File: src/rtl/ysyx_23060208_sram_rd_arbiter.sv
// ============================================================================
// Module      : ysyx_23060208_sram_rd_arbiter
// Description : Shares the single SRAM AXI4-lite read port (AR + R) between
//               the IFU (fetch) and the LSU (load). One whole read
//               transaction (AR then R) is granted at a time. LSU write
//               channels do not pass through this block.
// Config      : YSYX_23060208_ARB_RR_EN -- when defined, ties are resolved
//               round-robin. When undefined, the LSU wins every tie.
// Revision    : 1.0 - initial release
// ============================================================================
`default_nettype none

module ysyx_23060208_sram_rd_arbiter #(
  parameter int DATA_WIDTH = 32
) (
  input  logic                  clk,
  input  logic                  rst,
  // IFU read master
  input  logic [DATA_WIDTH-1:0] ifu_araddr,
  input  logic                  ifu_arvalid,
  output logic                  ifu_arready,
  output logic [DATA_WIDTH-1:0] ifu_rdata,
  output logic [1:0]            ifu_rresp,
  output logic                  ifu_rvalid,
  input  logic                  ifu_rready,
  // LSU read master
  input  logic [DATA_WIDTH-1:0] lsu_araddr,
  input  logic                  lsu_arvalid,
  output logic                  lsu_arready,
  output logic [DATA_WIDTH-1:0] lsu_rdata,
  output logic [1:0]            lsu_rresp,
  output logic                  lsu_rvalid,
  input  logic                  lsu_rready,
  // SRAM read slave
  output logic [DATA_WIDTH-1:0] sram_araddr,
  output logic                  sram_arvalid,
  input  logic                  sram_arready,
  input  logic [DATA_WIDTH-1:0] sram_rdata,
  input  logic [1:0]            sram_rresp,
  input  logic                  sram_rvalid,
  output logic                  sram_rready
);

  typedef enum logic [1:0] {
    IDLE    = 2'd0,
    OWN_IFU = 2'd1,
    OWN_LSU = 2'd2
  } state_t;

  state_t state;
  state_t state_next;

  // Set once the AR handshake of the current grant has happened, so that a
  // grant issues exactly one AR and only then opens the R path.
  logic ar_done;

  logic ar_hs;
  logic r_hs;

`ifdef YSYX_23060208_ARB_RR_EN
  // 1 when the most recent grant went to the LSU; reset value means IFU.
  logic last_owner_lsu;
`endif

  assign ar_hs = sram_arvalid & sram_arready;
  assign r_hs  = sram_rvalid & sram_rready;

  // Grant state register: the arbitration decision is registered, so a
  // request seen in IDLE is served starting on the following cycle.
  always_ff @(posedge clk or posedge rst) begin
    if (rst) begin
      state <= IDLE;
    end else begin
      state <= state_next;
    end
  end

  // AR-done flag: set on the AR handshake, cleared on the R handshake that
  // also returns the FSM to IDLE.
  always_ff @(posedge clk or posedge rst) begin
    if (rst) begin
      ar_done <= 1'b0;
    end else if (state != IDLE && r_hs) begin
      ar_done <= 1'b0;
    end else if (state != IDLE && ar_hs) begin
      ar_done <= 1'b1;
    end
  end

`ifdef YSYX_23060208_ARB_RR_EN
  // Remember who was granted last so the next tie goes the other way.
  always_ff @(posedge clk or posedge rst) begin
    if (rst) begin
      last_owner_lsu <= 1'b0;
    end else if (state == IDLE && state_next == OWN_LSU) begin
      last_owner_lsu <= 1'b1;
    end else if (state == IDLE && state_next == OWN_IFU) begin
      last_owner_lsu <= 1'b0;
    end
  end
`endif

  // Next-state logic: arbitrate in IDLE, release the grant on R handshake.
  always_comb begin
    state_next = state;
    case (state)
      IDLE: begin
`ifdef YSYX_23060208_ARB_RR_EN
        if (ifu_arvalid && lsu_arvalid) begin
          state_next = last_owner_lsu ? OWN_IFU : OWN_LSU;
        end else if (lsu_arvalid) begin
          state_next = OWN_LSU;
        end else if (ifu_arvalid) begin
          state_next = OWN_IFU;
        end
`else
        // Loads take precedence over fetch on every tie.
        if (lsu_arvalid) begin
          state_next = OWN_LSU;
        end else if (ifu_arvalid) begin
          state_next = OWN_IFU;
        end
`endif
      end
      OWN_IFU, OWN_LSU: begin
        // The grant is held (even if the owner drops arvalid) until the
        // single read transaction finishes.
        if (r_hs) begin
          state_next = IDLE;
        end
      end
      default: begin
        state_next = IDLE;
      end
    endcase
  end

  // Output routing: connect only the owner to the SRAM port; the
  // non-owner sees zeros and its request stays pending.
  always_comb begin
    sram_araddr  = '0;
    sram_arvalid = 1'b0;
    sram_rready  = 1'b0;
    ifu_arready  = 1'b0;
    ifu_rvalid   = 1'b0;
    ifu_rdata    = '0;
    ifu_rresp    = 2'b00;
    lsu_arready  = 1'b0;
    lsu_rvalid   = 1'b0;
    lsu_rdata    = '0;
    lsu_rresp    = 2'b00;
    case (state)
      OWN_IFU: begin
        sram_araddr  = ifu_araddr;
        sram_arvalid = ifu_arvalid & ~ar_done;
        ifu_arready  = sram_arready & ~ar_done;
        ifu_rvalid   = sram_rvalid & ar_done;
        sram_rready  = ifu_rready & ar_done;
        ifu_rdata    = sram_rdata;
        ifu_rresp    = sram_rresp;
      end
      OWN_LSU: begin
        sram_araddr  = lsu_araddr;
        sram_arvalid = lsu_arvalid & ~ar_done;
        lsu_arready  = sram_arready & ~ar_done;
        lsu_rvalid   = sram_rvalid & ar_done;
        sram_rready  = lsu_rready & ar_done;
        lsu_rdata    = sram_rdata;
        lsu_rresp    = sram_rresp;
      end
      default: begin
      end
    endcase
  end

`ifndef SYNTHESIS
  // Read data arriving before an AR was issued for this grant is a slave
  // bug; it is dropped by the routing above and flagged here.
  sram_rvalid_without_ar: assert property (
    @(posedge clk) disable iff (rst) sram_rvalid |-> ar_done
  );
`endif

endmodule

`default_nettype wire

File: config.mk
export PLATFORM = sky130hd
export DESIGN_NAME = ysyx_23060208_sram_rd_arbiter
export DESIGN_NICKNAME = d
export VERILOG_FILES = /design/src/rtl/ysyx_23060208_sram_rd_arbiter.sv
export SDC_FILE = /design/constraint.sdc
export NUM_CORES = 1
export LEC_CHECK = 0
export BUFFER_PORTS_ARGS = -buffer_cell sky130_fd_sc_hd__buf_2
export CAP_MARGIN = 20
export CORE_AREA = 2 2 83 85
export CTS_BUF_LIST = sky130_fd_sc_hd__clkbuf_4
export CTS_CLUSTER_DIAMETER = 150
export DETAILED_ROUTE_END_ITERATION = 10
export DIE_AREA = 0 0 85 87
export PLACE_DENSITY = 0.63
export SYNTH_ARGS = -nofsm -noshare
export SYNTH_HDL_FRONTEND = slang
export SYNTH_SLANG_ARGS = --single-unit
File: constraint.sdc
create_clock -name clk -period 1.8 [get_ports clk]
set_input_delay 0 -clock clk [delete_from_list [all_inputs] [get_ports clk]]
set_output_delay 0 -clock clk [all_outputs]
set_load 0.02 [all_outputs]
==> impl_metrics.yaml <==
sta:
  clock_skew_ns: 0.001621
  layout_setup_ws_ns: 0.1337
  slew_violations: 0
  min_period_ns: 1.666
  worstMarginPinSlew_ns: 0.2275
  final-hold-violation-count: 0
  fin_crit_sh_pct: 92.57
  tns_ns: 0
  rsz0062_at_grt: "false"
  setup_viol: 0
  relSlewSlack_pct: 84.83
  max_freq_ghz: 0.6001
synth:
  synth-warning-count: 0
  synth_cell_types: 24
  synth_area_leaders: "and2_1 34%, a22oi_1 19%, nor2b_1 17%, dfrtp_1 6.0%, ha_1 4.0%"
  synth.ff_latch_count: 3
  yosysTopAreaCell: "and2_1"
  synthAdderAreaFrac_pct: 4.016
  synth_edf_count: 0
  synth_nets: 294
  syn_area_per_cell_um2: 6.773
  synth_ff_type: "dfrtp_1"
  synthArstFlopShare_pct: 100.0
  synth_top_area_share_pct: 34.14
  synth_xor_area_share_pct: 0
  synthSimpleGateAreaFrac_pct: 56.73
  synth_top_family_by_area: "simple AND/OR/NAND/NOR gates"
  syn_inst: 184
  yosysSeqAreaShare_pct: 6.024
  muxShareOfSynthArea_pct: 2.711
  synth_compound_area_share_pct: 22.79
  syn_area_um2: 1246
route:
  final_antenna_net_count: 0
  wl_per_cell_um: 11.39
  vias: 2041
  drc: 0
  drt_wl_total_um: 5319
  firstDrtPassIters: 4
  drtIter0Drc: 39
  viasPerCell: 4.370
global_routing:
  met1_usage_pct: 14.25
  overflow: 0
  grt_pass1_vias: 1776
  use_met3_pct: 1.137
  track_usage_pct: 12.37
  antenna_found_initial: 0
  top_usage_layer: "met2"
  met2_usage_pct: 24.64
  grt_first_pass_wirelength_um: 7776
  grt_max_degree: 37
worst_setup_path:
  r2r_end: "state[0]$_DFFE_PP0P_"
  cp_max_fo: 32
  ff2ff_path_depth: 5
  reg2reg_from: "state[0]$_DFFE_PP0P_"
  critical_path_class: "reg2out"
  end_kind: "output port"
  startpoint_type: "flop"
  cp.arrival_ns: 1.67
  ff2ff_setup_slack_ns: 0.20
  worst_ep_required_time_ns: 1.80
clock_network:
  htreeDepth: 1
  root_buffer: "clkbuf_4"
  cts_buffers: 3
  clockBufferDepth: 2
  clk_latency_ns: 0.23
  cts_tree: "yes"
  clkTransAtPathRegs_ns: 0.03
  post_cts_buffers: 0
  cts_sinks: 3
die:
  num_rows: 30
  dieWidth_um: 85
  die_y_um: 87
  fp.dieArea_um2: 7395
  initial_utilization_pct: 18.97
  ios: 212
  coreArea_um2: 6569
min_path:
  min_to: "ar_done$_DFFE_PP0P_"
  hold_depth: 2
  min-delay-start: "sram_rvalid"
  hold_path_class: "in2reg"
pwr:
  p_per_area_nw_per_um2: 1402
  leakage_uw: 0.001478
  p_total_uw: 3464
  ir_worst_vdd_v: 0.0008950
place:
  gp_congestion: 0.8866
  dp_slack_ns: 0.1797
  dpl.hpwl_um: 4557
  placed_area_um2: 2386
  port_buffers: 211
  dp.cells: 462
final_layout:
  num_antenna_cells: 0
  final_common_cell: "buf_2"
  stdcell_count: 467
  area_delta_synth_final_pct: 98.29
  nets: 498
  drive_gt1_share_pct: 57.88
  final_cell_mix: "211 x buf_2, 68 x and2_1, 34 x nor2b_1, 32 x a22oi_1"
  design_area_um2: 2471
flow_run:
  cap_violations: 0
outcome:
  status: "finished, final reports clean"
-- cell type report --
type	instances	area (um^2)
repair buffers	217	1149
flip-flops and latches	3	75.07
well taps	80	100.1
multi-input cells	159	1102
inverters	4	15.01
clock buffers	4	30.03
fillers	704	4098
-- power breakdown --
part,internal [uW],switching (uW),leakage (uW)
Sequential,99.9,42.1,0.0000367
Clock,97.9,31.9,0.0000184
Combinational,1340,1850,0.00142
Total,1540,1930,0.00148
-- kinds of logic after synthesis --
logic type               after synthesis
multiplexers                           2
adder cells (fa/ha/maj)                4
AND/OR/NAND/NOR                      115
AO/OA/AOI/OAI                         38
buffers and inverters                 22
flip-flops                             3
-- critical path, stage by stage (launching register included) --
cell and delay [ns]:
dfrtp_1 0.39, inv_1 0.19, ha_1 0.24, buf_4 0.27
and2_1 0.17, buf_2 0.16
-- state kept, by name (all words and copies together), names as in the netlist --
name / cells
state: 2
ar_done: 1
-- Yosys cell counts, types with 2 or more instances --
master    number
and3_1         2
nand2_1        4
and2_1        68
inv_1          4
buf_2          5
and3b_1        2
dfrtp_1        3
nor2_1         3
buf_1          2
clkbuf_1      10
ha_1           4
nor2b_1       34
a22oi_1       32
-- how the worst max path moves through the flow --
| stage | endpoint | slack [ns] | startpoint |
|---|---|---|---|
| after detailed placement | sram_araddr[1] | 0.18 | state[0]$_DFFE_PP0P_ |
| after CTS | sram_araddr[1] | 0.01 | state[0]$_DFFE_PP0P_ |
| after floorplan | ar_done$_DFFE_PP0P_ | 0.27 | state[0]$_DFFE_PP0P_ |
| final | lsu_rdata[12] | 0.13 | state[0]$_DFFE_PP0P_ |
| after global placement | sram_araddr[1] | 0.23 | state[0]$_DFFE_PP0P_ |
| after global routing | lsu_rdata[31] | 0.004 | state[0]$_DFFE_PP0P_ |
-- stage by stage --
stage / utilization [%] / hold WS [ns]
6_report: 37.62 / 0.01590
5_1_grt: 37.62 / 0.02671
3_5_place_dp: 36.32 / -0.1162
4_1_cts: 37.03 / 0.01408
3_3_place_gp: 36.32 / -0.1239
2_1_floorplan: - / -0.2464
-- layer usage --
metal	wire length [um]	part of all wire, %
met1	2080	39
met2	2824	53
met3	398	7.5
met4	15	0.28
met5	0	0
-- what timing repair did --
item                                    4_1_cts  5_1_grt
gates resized for setup                       2        7
endpoints found under the setup margin       31       31
hold buffers                                  1        0
hold endpoints to repair                      3        0
cloned                                        0        0
No activity file was read; power rests on OpenSTA's default activity.
